[config.mk]
export PLATFORM = sky130hd
export DESIGN_NAME = adc_capture_ctrl
export DESIGN_NICKNAME = d
export VERILOG_FILES = /design/src/rtl/adc_capture_pkg.sv /design/src/rtl/adc_result_fifo.sv /design/src/rtl/adc_capture_ctrl.sv
export SDC_FILE = /design/constraint.sdc
export NUM_CORES = 1
export LEC_CHECK = 0
export ABC_CLOCK_PERIOD_IN_PS = 5760
export CORE_MARGIN = 4
export CORE_UTILIZATION = 51
export CTS_CLUSTER_DIAMETER = 150
export CTS_CLUSTER_SIZE = 10
export DETAILED_ROUTE_END_ITERATION = 6
export PLACE_DENSITY = 0.75
export SLEW_MARGIN = 20
export SYNTH_ARGS = -nofsm -noshare
export SYNTH_HDL_FRONTEND = slang
export SYNTH_SLANG_ARGS = --single-unit
[constraint.sdc]
create_clock -name clk -period 5.76 [get_ports clk]
set_clock_uncertainty 0.2 [all_clocks]
set_input_delay 1.152 -clock clk [delete_from_list [all_inputs] [get_ports clk]]
set_output_delay 1.152 -clock clk [all_outputs]
set_load 0.01 [all_outputs]
[src/rtl/adc_capture_pkg.sv]
// Shared types and widths for the ADC capture controller.
// Holds the FSM state encoding and the ADC interface word widths.
package adc_capture_pkg;
   localparam int ADC_DATA_W = 10;
   localparam int ADC_CFG_W  = 10;

   typedef enum logic [1:0] {
      IDLE    = 2'd0,
      ADC_RST = 2'd1,
      RUN     = 2'd2
   } state_e;
endpackage

[src/rtl/adc_result_fifo.sv]
// Synchronous result FIFO: head is the registered entry at rd_ptr, push/pop/level update in one cycle.
// Push is refused when full unless a pop happens in the same cycle; pop is ignored when empty.
module adc_result_fifo #(
   parameter int WIDTH = 10,
   parameter int DEPTH = 8
) (
   input  logic                     clk,
   input  logic                     rst,
   input  logic                     flush_i,
   input  logic                     push_i,
   input  logic [WIDTH-1:0]         push_dat_i,
   input  logic                     pop_i,
   output logic [WIDTH-1:0]         head_dat_o,
   output logic                     full_o,
   output logic                     empty_o,
   output logic [$clog2(DEPTH):0]   level_o
);
   localparam int AW = $clog2(DEPTH);

   logic [WIDTH-1:0] mem_q [DEPTH];
   logic [AW-1:0]    wr_ptr_q, rd_ptr_q;
   logic [AW:0]      level_q, level_d;
   logic             push_ok, pop_ok;

   assign empty_o    = (level_q == '0);
   assign full_o     = (level_q == (AW+1)'(DEPTH));
   assign pop_ok     = pop_i & ~empty_o;
   assign push_ok    = push_i & (~full_o | pop_ok);
   assign head_dat_o = mem_q[rd_ptr_q];
   assign level_o    = level_q;

   always_comb begin
      level_d = level_q;
      case ({push_ok, pop_ok})
         2'b10:   level_d = level_q + (AW+1)'(1);
         2'b01:   level_d = level_q - (AW+1)'(1);
         default: level_d = level_q;
      endcase
   end

   always_ff @(posedge clk or posedge rst) begin
      if (rst) begin
         for (int i = 0; i < DEPTH; i++) mem_q[i] <= '0;
         wr_ptr_q <= '0;
         rd_ptr_q <= '0;
         level_q  <= '0;
      end else if (flush_i) begin
         wr_ptr_q <= '0;
         rd_ptr_q <= '0;
         level_q  <= '0;
      end else begin
         if (push_ok) begin
            mem_q[wr_ptr_q] <= push_dat_i;
            wr_ptr_q        <= wr_ptr_q + AW'(1);
         end
         if (pop_ok) rd_ptr_q <= rd_ptr_q + AW'(1);
         level_q <= level_d;
      end
   end
endmodule

[src/rtl/adc_capture_ctrl.sv]
// ADC capture controller: sequences ADC reset/config, syncs the conversion strobe, queues results.
// Strobe sampled at edge k is pushed at edge k+2; consumer stalls via ready, a full FIFO drops and flags overflow.
module adc_capture_ctrl
   import adc_capture_pkg::*;
#(
   parameter int FIFO_DEPTH = 8,
   parameter int RST_CYCLES = 16,
   parameter int CNT_W      = 16
) (
   input  logic                          clk,
   input  logic                          rst,
   input  logic                          start_in,
   input  logic                          stop_in,
   input  logic [CNT_W-1:0]              burst_len_in,
   input  logic [ADC_CFG_W-1:0]          cfg_1_in,
   input  logic [ADC_CFG_W-1:0]          cfg_2_in,
   input  logic                          adc_conv_finished_in,
   input  logic [ADC_DATA_W-1:0]         adc_result_in,
   output logic                          adc_rst_n_out,
   output logic [ADC_CFG_W-1:0]          adc_config_1_out,
   output logic [ADC_CFG_W-1:0]          adc_config_2_out,
   output logic [ADC_DATA_W-1:0]         data_out,
   output logic                          data_valid_out,
   input  logic                          data_ready_in,
   output logic                          busy_out,
   output logic                          overflow_out,
   output logic [$clog2(FIFO_DEPTH):0]   fifo_level_out
);
   localparam int RC_W = $clog2(RST_CYCLES) + 1;

   state_e                 state_q, state_d;
   logic [RC_W-1:0]        rcnt_q, rcnt_d;
   logic [CNT_W-1:0]       scnt_q, scnt_d, scnt_inc;
   logic [CNT_W-1:0]       burst_q, burst_d;
   logic [ADC_CFG_W-1:0]   cfg1_q, cfg1_d, cfg2_q, cfg2_d;
   logic                   ovf_q, ovf_d;
   logic [2:0]             sync_q;
   logic                   strobe_edge, push, pop, flush, drop, fifo_full, fifo_empty;

   assign strobe_edge = sync_q[1] & ~sync_q[2];
   assign push        = strobe_edge & (state_q == RUN);
   assign pop         = data_valid_out & data_ready_in;
   assign drop        = push & fifo_full & ~pop;
   // Counter holds at all-ones so continuous runs never wrap.
   assign scnt_inc    = (scnt_q == '1) ? scnt_q : scnt_q + CNT_W'(1);

   assign adc_rst_n_out    = (state_q == RUN);
   assign busy_out         = (state_q != IDLE);
   assign data_valid_out   = ~fifo_empty;
   assign overflow_out     = ovf_q;
   assign adc_config_1_out = cfg1_q;
   assign adc_config_2_out = cfg2_q;

   always_comb begin
      state_d = state_q;
      rcnt_d  = rcnt_q;
      scnt_d  = scnt_q;
      burst_d = burst_q;
      cfg1_d  = cfg1_q;
      cfg2_d  = cfg2_q;
      ovf_d   = ovf_q;
      flush   = 1'b0;
      case (state_q)
         IDLE: begin
            if (start_in) begin
               cfg1_d  = cfg_1_in;
               cfg2_d  = cfg_2_in;
               burst_d = burst_len_in;
               flush   = 1'b1;
               ovf_d   = 1'b0;
               scnt_d  = '0;
               rcnt_d  = RC_W'(RST_CYCLES - 1);
               state_d = ADC_RST;
            end
         end
         ADC_RST: begin
            if (stop_in)              state_d = IDLE;
            else if (rcnt_q == '0)    state_d = RUN;
            else                      rcnt_d  = rcnt_q - RC_W'(1);
         end
         RUN: begin
            if (push) begin
               scnt_d = scnt_inc;
               if ((burst_q != '0) && (scnt_inc == burst_q)) state_d = IDLE;
            end
            if (stop_in) state_d = IDLE;
         end
         default: state_d = IDLE;
      endcase
      if (drop) ovf_d = 1'b1;
   end

   always_ff @(posedge clk or posedge rst) begin
      if (rst) begin
         state_q <= IDLE;
         rcnt_q  <= '0;
         scnt_q  <= '0;
         burst_q <= '0;
         cfg1_q  <= '0;
         cfg2_q  <= '0;
         ovf_q   <= 1'b0;
         sync_q  <= '0;
      end else begin
         state_q <= state_d;
         rcnt_q  <= rcnt_d;
         scnt_q  <= scnt_d;
         burst_q <= burst_d;
         cfg1_q  <= cfg1_d;
         cfg2_q  <= cfg2_d;
         ovf_q   <= ovf_d;
         sync_q  <= {sync_q[1:0], adc_conv_finished_in};
      end
   end

   adc_result_fifo #(
      .WIDTH (ADC_DATA_W),
      .DEPTH (FIFO_DEPTH)
   ) u_fifo (
      .clk        (clk),
      .rst        (rst),
      .flush_i    (flush),
      .push_i     (push),
      .push_dat_i (adc_result_in),
      .pop_i      (pop),
      .head_dat_o (data_out),
      .full_o     (fifo_full),
      .empty_o    (fifo_empty),
      .level_o    (fifo_level_out)
   );
endmodule

==> results of run 1 <==
==> cell families after synthesis <==
| family | after synthesis |
|---|---|
| simple gates | 240 |
| flops | 153 |
| mux | 115 |
| compound gates | 71 |
| buf+inv | 47 |
| xor+xnor | 27 |
| fa+ha+maj | 8 |
==> layout make-up <==
cell class / instances / area, sq um
fillers: 1138 / 5420
flip-flops and latches: 153 / 3830
multi-input cells: 461 / 3500
repair buffers: 97 / 951
clock buffers: 21 / 460
well taps: 184 / 230
clock inverters: 10 / 93.8
inverters: 11 / 46.3
==> critical path: stages (launching register included) <==
cell,delay (ns)
dfrtp_1,0.77
buf_4,0.39
mux4_2,0.55
mux2_2,0.27
clkdlybuf4s50_1,0.47
==> final timing paths <==
kind / cells after the start / to / slack [ns]
hold reg to reg: 0 / sync_q[1] / 0.17
hold / removal: 0 / sync_q[1] / 0.17
setup reg to reg: 8 / state_q[1] / 2.54
min in group asynchronous: 2 / adc_config_1_out[2] / 1.08
setup / recovery: 4 / data_out[8] / 1.53
max in group asynchronous: 3 / u_fifo.mem_q[79] / 3.33
==> synthesized netlist by cell type, drive strengths merged, types with 2 or more instances <==
library cell | n | area [sq um]
and4 | 2 | 18.8
mux2 | 91 | 1020
nand3 | 15 | 97.6
nor4 | 14 | 109
dfrtp | 153 | 3830
o2bb2ai | 2 | 17.5
a211o | 3 | 26.3
nand2 | 129 | 492
a311oi | 3 | 26.3
a21oi | 16 | 80.1
a41oi | 3 | 26.3
or4 | 3 | 26.3
and2 | 3 | 18.8
xnor2 | 13 | 114
o21ai | 22 | 110
mux2i | 4 | 40.0
nor4b | 2 | 17.5
or3 | 7 | 47.5
inv | 11 | 41.3
o22ai | 2 | 12.5
nand4b | 2 | 17.5
nor3b | 2 | 15.0
a31oi | 3 | 18.8
clkbuf | 26 | 109
ha | 7 | 87.6
nor2 | 30 | 113
and3 | 3 | 18.8
mux4 | 20 | 450
nand3b | 2 | 15.0
xor2 | 14 | 123
a211oi | 3 | 27.5
nand4 | 8 | 56.3
nor3 | 11 | 60.1
nand2b | 3 | 18.8
o211ai | 4 | 30.0
a21o | 3 | 23.8
buf | 10 | 61.3
==> flip-flops by register name, summed over array words and instances, names as in the netlist <==
register and cells:
burst_q 16, adc_config_2_out 10, scnt_q 16, adc_config_1_out 10, u_fifo.rd_ptr_q 3, sync_q 3, rcnt_q 5, u_fifo.wr_ptr_q 3
u_fifo.level_o 4, state_q 2, u_fifo.mem_q 80, overflow_out 1
==> routing by layer <==
metal / global-route usage (%) / up-vias
met3: 5.52 / 18
met4: 5.50 / 0
li1: - / 2512
met2: 35.5 / 146
met5: 0 / -
met1: 27.4 / 2660
==> stage by stage <==
| step | std cells | instance area [sq um] | hold WS, ns | total power, mW |
|---|---|---|---|---|
| 2_1_floorplan | 661 | 7540 | 0.131 | 1.61 |
| 3_3_place_gp | 906 | 8560 | 0.136 | 1.83 |
| 3_5_place_dp | 906 | 8560 | 0.164 | 1.85 |
| 4_1_cts | 937 | 9110 | 0.176 | 2.92 |
| 5_1_grt | 937 | 9110 | 0.180 | 3.04 |
| 6_report | 937 | 9110 | 0.166 | 2.89 |
==> cell usage in the layout, fill, tap and decap left out, types with 3 or more instances in the layout <==
cell type and n:
a41oi_1 3, ha_1 7, nor3_1 10, a21oi_1 16, a311oi_1 3, o21ai_0 22
clkdlybuf4s50_1 89, mux2_2 91, mux4_2 20, a211o_1 3, inv_6 4, nand4_1 7
clkbuf_16 17, and3_1 3, xnor2_1 13, mux2i_1 4, or3_1 4, inv_1 10
nand2b_1 3, nand2_1 128, o211ai_1 4, clkinvlp_4 3, buf_4 8, clkinv_2 3
xor2_1 14, a31oi_1 3, or3_2 3, dfrtp_1 153, nor2_1 30, nor4_1 12
nand3_1 12
==> power groups by stage <==
stage	sequential [mW]	combinational, mW	clock, mW
after floorplan	1.26	0.351	0
after global placement	1.29	0.538	0
after detailed placement	1.30	0.555	0
after CTS	1.28	0.559	1.08
after global routing	1.30	0.613	1.13
final	1.28	0.551	1.06
==> results.yml, run 1 <==
clock_tree:
  clk_root_buffer_cell: "clkbuf_16"
  cts.sinks: 153
  hold_buffers: 0
  clock_latency_ns: 0.42
  cts-buffers-inserted: 17
  htreeDepth: 4
  cts_resized: 0
  max-clock-path-buffers: 2
  post_cts_buffers: 0
  path_clk_slew_ns: 0.06
  cts_tree: "yes"
sta:
  final-hold-violation-count: 0
  period_minus_slack_ns: 4.23
  rsz0062_at_grt: "no"
  setup_ws_ns: 1.53
  tightest_slew_ns: 1.04
  relSlewSlack_pct: 30.8
  fmax_ghz: 0.236
  setup_viol: 0
  period_share_pct: 73.4
  drv_slew: 0
  setup_tns_ns: 0
routing:
  wl_met1_um: 7330
  wl_um: 16700
  viasPerCell: 5.69
  ant_nets: 0
  vias: 5336
  wl_met3_um: 894
  top_layer: "met4"
  drc_errors: 0
  detail_route.iter0.violations: 426
  wl_met2_um: 8270
  first_pass_iters: 6
  post_drt_wl_per_cell_um: 17.8
floorplanning:
  die-height_um: 130
  initial_core_util_pct: 51.9
  core_area_sq_um: 14500
  io_pins: 90
  fp-row-count: 44
  dieArea_sq_um: 16800
  fp.dieW_um: 130
setup_path:
  cp_data_required_time_ns: 4.41
  critPathLaunchType: "register"
  worst_ep_arrival_time_ns: 2.88
  cp-end-kind: "output port"
  critPathLaunch: "u_fifo.rd_ptr_q[0]"
  critical_path_class: "register to output port"
  critPathMaxFanout: 12
  reg2reg_from: "scnt_q[1]"
yosys:
  synthMuxAreaShare_pct: 20.1
  synth.avg_cell_area_sq_um: 11.4
  synthArstFlopShare_pct: 100
  yosys.area_share.adder_pct: 1.43
  synth_compound_area_share_pct: 6.20
  ys_warn_count: 0
  yosysUniqueCellTypes: 66
  synth_simple_gate_area_share_pct: 15.6
  yosys_register_bits: 153
  syn_nets: 721
  synth_top_family_by_area: "multiplexers"
  synth-xor-area-share_pct: 3.14
  synth_area_sq_um: 7540
  synth-edff-count: 0
  ys_seq_area_share_pct: 50.8
  synthFlopType: "dfrtp_1"
  synth_cells: 661
pwr:
  p_leak_nw: 4.17
  switching_power_uw: 823
  switching_share_pct: 28.5
  seqPwrFrac_pct: 44.3
  p_int_mw: 2.06
  power.share.clock_pct: 36.6
  combPwrFrac_pct: 19.1
  powerDensity_nw_per_um2: 317
  ir_worst_vdd_v: 0.000235
layout:
  area_growth_pct: 20.8
  final_util_pct: 62.7
  drive_gt1_share_pct: 22.4
  final_net_count: 801
  antennaDiodeCount: 0
placed_design:
  place_worst_setup_slack_ns: 1.86
  hpwl_um: 11300
  finalWeightedCongestion: 0.887
  portBuffers: 89
min_path:
  hold_class: "register to register"
  hold_start: "sync_q[0]"
grt:
  grt_max_degree: 99
  overflow: 0
  grt_pass1_vias: 5476
  antenna_found_initial: 0
  grt.total_usage_pct: 21.1
  grt_pass1_wl_um: 28000
job:
  cap_viol_max_count: 0
outcome:
  status: "completed"
(Power assumes the default switching activity.)
==> run 2, diff against run 1 <==
--- a/config.mk
+++ b/config.mk
@@ -5,13 +5,13 @@
 export SDC_FILE = /design/constraint.sdc
 export NUM_CORES = 1
 export LEC_CHECK = 0
-export ABC_CLOCK_PERIOD_IN_PS = 5760
+export ABC_CLOCK_PERIOD_IN_PS = 4250
 export CORE_MARGIN = 4
-export CORE_UTILIZATION = 51
+export CORE_UTILIZATION = 56
 export CTS_CLUSTER_DIAMETER = 150
 export CTS_CLUSTER_SIZE = 10
 export DETAILED_ROUTE_END_ITERATION = 6
-export PLACE_DENSITY = 0.75
+export PLACE_DENSITY = 0.78
 export SLEW_MARGIN = 20
 export SYNTH_ARGS = -nofsm -noshare
 export SYNTH_HDL_FRONTEND = slang
==> constraint.sdc (replaced) <==
create_clock -name clk -period 4.25 [get_ports clk]
set_clock_uncertainty 0.2 [all_clocks]
set_input_delay 0.85 -clock clk [delete_from_list [all_inputs] [get_ports clk]]
set_output_delay 0.85 -clock clk [all_outputs]
set_load 0.01 [all_outputs]
==> results.yml, run 2 (synthesized netlist as in run 1, its figures left out) <==
outcome:
  status: "completed"
routing:
  vias: 5510
  wl_um: 17200
  first_pass_iters: 5
  detail_route.iter0.violations: 501
  drc_errors: 0
  post_drt_wl_per_cell_um: 18.3
  ant_nets: 0
  viasPerCell: 5.88
layout:
  drive_gt1_share_pct: 23.4
  largest_reg_flops: 80
  most-common-layout-cells: "dfrtp_1, nand2_1, mux2_2, clkdlybuf4s50_1, nor2_1"
  final_net_count: 808
  regMostFlops: "u_fifo.mem_q"
  ff_latch_area_sq_um: 3830
  top_regs: "u_fifo.mem_q (80), burst_q (16), scnt_q (16)"
  multi_input_area_sq_um: 3500
  area_growth_pct: 22.0
  final_common_cell: "dfrtp_1"
  antennaDiodeCount: 0
  fillers: 948
placed_design:
  portBuffers: 89
  hpwl_um: 11500
  finalWeightedCongestion: 0.952
sta:
  setup_tns_ns: 0
  tightest_slew_ns: 0.939
  setup_viol: 0
  rsz0062_at_grt: "no"
  period_share_pct: 84.1
  period_minus_slack_ns: 3.58
  relSlewSlack_pct: 37.3
  drv_slew: 0
  final-hold-violation-count: 0
  fmax_ghz: 0.280
setup_path:
  cp-end-kind: "output port"
  critPathLaunchType: "register"
  worst_ep_arrival_time_ns: 2.53
  cp_data_required_time_ns: 3.20
  critPathLaunch: "u_fifo.rd_ptr_q[0]"
  reg2reg_from: "scnt_q[1]"
  critPathMaxFanout: 21
  critical_path_class: "register to output port"
  r2r_slack_ns: 1.05
floorplanning:
  dieArea_sq_um: 15400
  die-height_um: 124
  initial_core_util_pct: 57.2
  fp.dieW_um: 124
  fp-row-count: 42
  core_area_sq_um: 13200
  io_pins: 90
clock_tree:
  cts-buffers-inserted: 17
  post_cts_buffers: 0
  cts_resized: 0
  cts_tree: "yes"
  path_clk_slew_ns: 0.06
  hold_buffers: 0
  clock_latency_ns: 0.42
  cts.sinks: 153
  max-clock-path-buffers: 2
  htreeDepth: 4
  clk_root_buffer_cell: "clkbuf_16"
grt:
  grt_pass1_wl_um: 28600
  grt_pass1_vias: 5682
  grt.total_usage_pct: 24.1
  overflow: 0
  grt_max_degree: 48
  antenna_found_initial: 0
pwr:
  ir_worst_vdd_v: 0.000289
  finalPower_mw: 3.97
  powerDensity_nw_per_um2: 431
  p_leak_nw: 4.23
job:
  cap_viol_max_count: 0
min_path:
  hold_start: "sync_q[0]"
  hold_class: "register to register"
run 2: cell types whose count changed in the layout (fill, tap and decap cells not counted):
cell	delta
clkbuf_1	-1
inv_8	+2
clkinv_2	-2
clkinv_4	+1
buf_12	+2
buf_4	+5
inv_6	+2
clkbuf_8	-1
run 2: layout make-up:
type                            count  area share (%)
Inverter                           11           0.489
Clock buffer                       19            4.81
Sequential cell                   153            41.6
Clock inverter                     13            1.45
Multi-Input combinational cell    461            38.1
Tap cell                          176            2.39
Timing Repair Buffer              104            11.2
run 2: where the power goes:
part           internal (mW)  switching [mW]  leakage [nW]
logic                  0.401           0.410          1.90
clock network          0.840           0.633         0.280
registers               1.57           0.116          2.04
run 2: worst paths after layout:
check                                         to  depth (start not counted)
worst min-delay path                   sync_q[1]                          0
worst max register to register        state_q[1]                          8
worst min register to register         sync_q[1]                          0
worst max-delay path                 data_out[9]                          4
max in group asynchronous              rcnt_q[0]                          3
min in group asynchronous       u_fifo.mem_q[22]                          2
run 2: metal layers:
metal / routed length, um / track usage (%)
met5: 0 / 0
met4: 254 / 8.56
met3: 1090 / 6.36
met2: 8280 / 38.1
met1: 7540 / 32.5
run 2: worst max-delay path, stage by stage (launching register included):
cell             delay [ns]
dfrtp_1                0.36
buf_4                  0.39
mux4_2                 0.57
mux2_2                 0.30
clkdlybuf4s50_1        0.48
run 2: per-stage QoR:
stage	utilization (%)	instance area (sq um)	setup slack, ns	instances	hold WS (ns)
5_1_grt	69.8	9200	0.545	937	0.168
3_5_place_dp	65.4	8630	0.902	905	0.136
6_report	69.8	9200	0.674	937	0.152
4_1_cts	69.8	9200	0.627	937	0.151
2_1_floorplan	-	7550	1.27	661	0.131
3_3_place_gp	65.4	8630	0.985	905	0.137
==> patch, RTL diff (flow settings as in run 1) <==
`ADC_DATA_W`: 10 -> 20.
--- a/src/rtl/adc_capture_pkg.sv
+++ b/src/rtl/adc_capture_pkg.sv
@@ -3,3 +3,3 @@
 package adc_capture_pkg;
-   localparam int ADC_DATA_W = 10;
+   localparam int ADC_DATA_W = 20;
    localparam int ADC_CFG_W  = 10;
Interface: changed (resized adc_result_in and data_out); port bits go from 90 to 110. The function was not compared with the original's and may differ.
==> patch against run 1 <==
Die area up 43%. Power up 34%. Routed wire length up 45%. Design area up 44%. Sequential cell count up 80. Area after synthesis up 46%. Global-route usage down 0.70 points. Combinational power up 3%. Sequential share of layout area up 2.5 points. Setup slack worse by 0.17 ns.
==> patch: results (changes against run 1) <==
- Sw Share: 26.62% (-1.9 points)
- Via Count: 7154 (+34%)
- Internal: 2847 µW (+38%)
- Combinational power share: 14.6% (-4.5 points)
- Largest net degree at the start of global routing: 173 (+75%)
- CP max FO: 21 (+9)
- VDD IR max: 0.2012 mV (-14%)
- CP top delay family: buffers and inverters
- Largest regs: u_fifo.mem_q: 160 flops, burst_q: 16 flops, scnt_q: 16 flops
- Worst slew pin tran: 1.054 ns (+0.01581 ns)
- Status: completed
- Layout cells sized above 1: 29.76% (+7.3 points)
- Sequential share of power: 48.1% (+3.8 points)
- Crit-path max cell delay: 0.81 ns (+0.04 ns)
- Clock Latency Late Sink: 0.52 ns (+0.10 ns)
- Num CTS Buffers: 27 (+10)
- Global-route wire length before repair: 40.01 mm (+43%)
- Post-Syn Nets: 927 (+29%)
- IO Port Bufs: 109 (+22%)
- Dpl ws: 1.648 ns (-0.2077 ns)
- Leakage Power: 0.006147 µW (+47%)
- Htree depth: 1 (-3)
- Nets: 1029 (+28%)
- Post-DP HPWL: 15.45 mm (+37%)
- Vias in the first global route: 7472 (+36%)
- Dpl cells: 1204 (+33%)
- Drt wl/cell: 19.51 µm (+9.7%)
- Commonest cells post-synth: dfrtp_1, mux2_2, nand2_1
- Drt first-iter violations: 424 (-0.47%)
- Layout fillers: 1627 (+43%)
- Final wirelength: 24.12 mm (+45%)
- Synthesized instance count: 857 (+30%)
- Total track usage: 20.40% (-0.70 points)
-- patch: routing by layer --
metal	track usage, %	wire (µm)	vias up
met1	28.24	10670	3675
li1	-	-	3263
met4	4.544	432	0
met2	33.46	11630	183
met3	4.534	1393	33
met5	0	0	-
-- patch: path summary, 6_finish.rpt --
path	startpoint	to	slack, ns	depth (start not counted)
worst max-delay path	u_fifo.rd_ptr_q[0]$_DFFE_PP0P_	data_out[8]	1.36	4
worst min-delay path	sync_q[0]$_DFF_PP0_	sync_q[1]$_DFF_PP0_	0.15	0
worst max register to register	state_q[0]$_DFFE_PP0P_	u_fifo.mem_q[106]$_DFFE_PP0P_	2.46	7
worst min register to register	sync_q[0]$_DFF_PP0_	sync_q[1]$_DFF_PP0_	0.15	0
max in group asynchronous	rst	u_fifo.rd_ptr_q[1]$_DFFE_PP0P_	3.16	3
min in group asynchronous	rst	scnt_q[8]$_DFFE_PP0P_	0.84	2
-- patch: cells by family (layout without fill, tap and decap cells) --
| logic type | after synthesis | count (layout) | synth area share (%) |
|---|---|---|---|
| flip-flops | 233 | 233 | 52.77 |
| multiplexers | 224 | 224 | 26.86 |
| adder cells (fa/ha/maj) | 8 | 8 | 0.9738 |
| AND/OR/NAND/NOR | 234 | 234 | 10.61 |
| AO/OA/AOI/OAI | 68 | 68 | 3.861 |
| buffers and inverters | 60 | 164 | 2.548 |
| XOR/XNOR | 30 | 30 | 2.378 |
-- patch: layout make-up --
class / count / area (µm²) / share of cell area [%]
inverter: 9 / 37.54 / 0.2866
clock inverter: 2 / 17.52 / 0.1337
timing repair buffer: 124 / 1224 / 9.342
multi-input combinational: 564 / 4960 / 37.86
clock buffer: 29 / 683.2 / 5.215
tap: 275 / 344.1 / 2.627
sequential: 233 / 5833 / 44.53
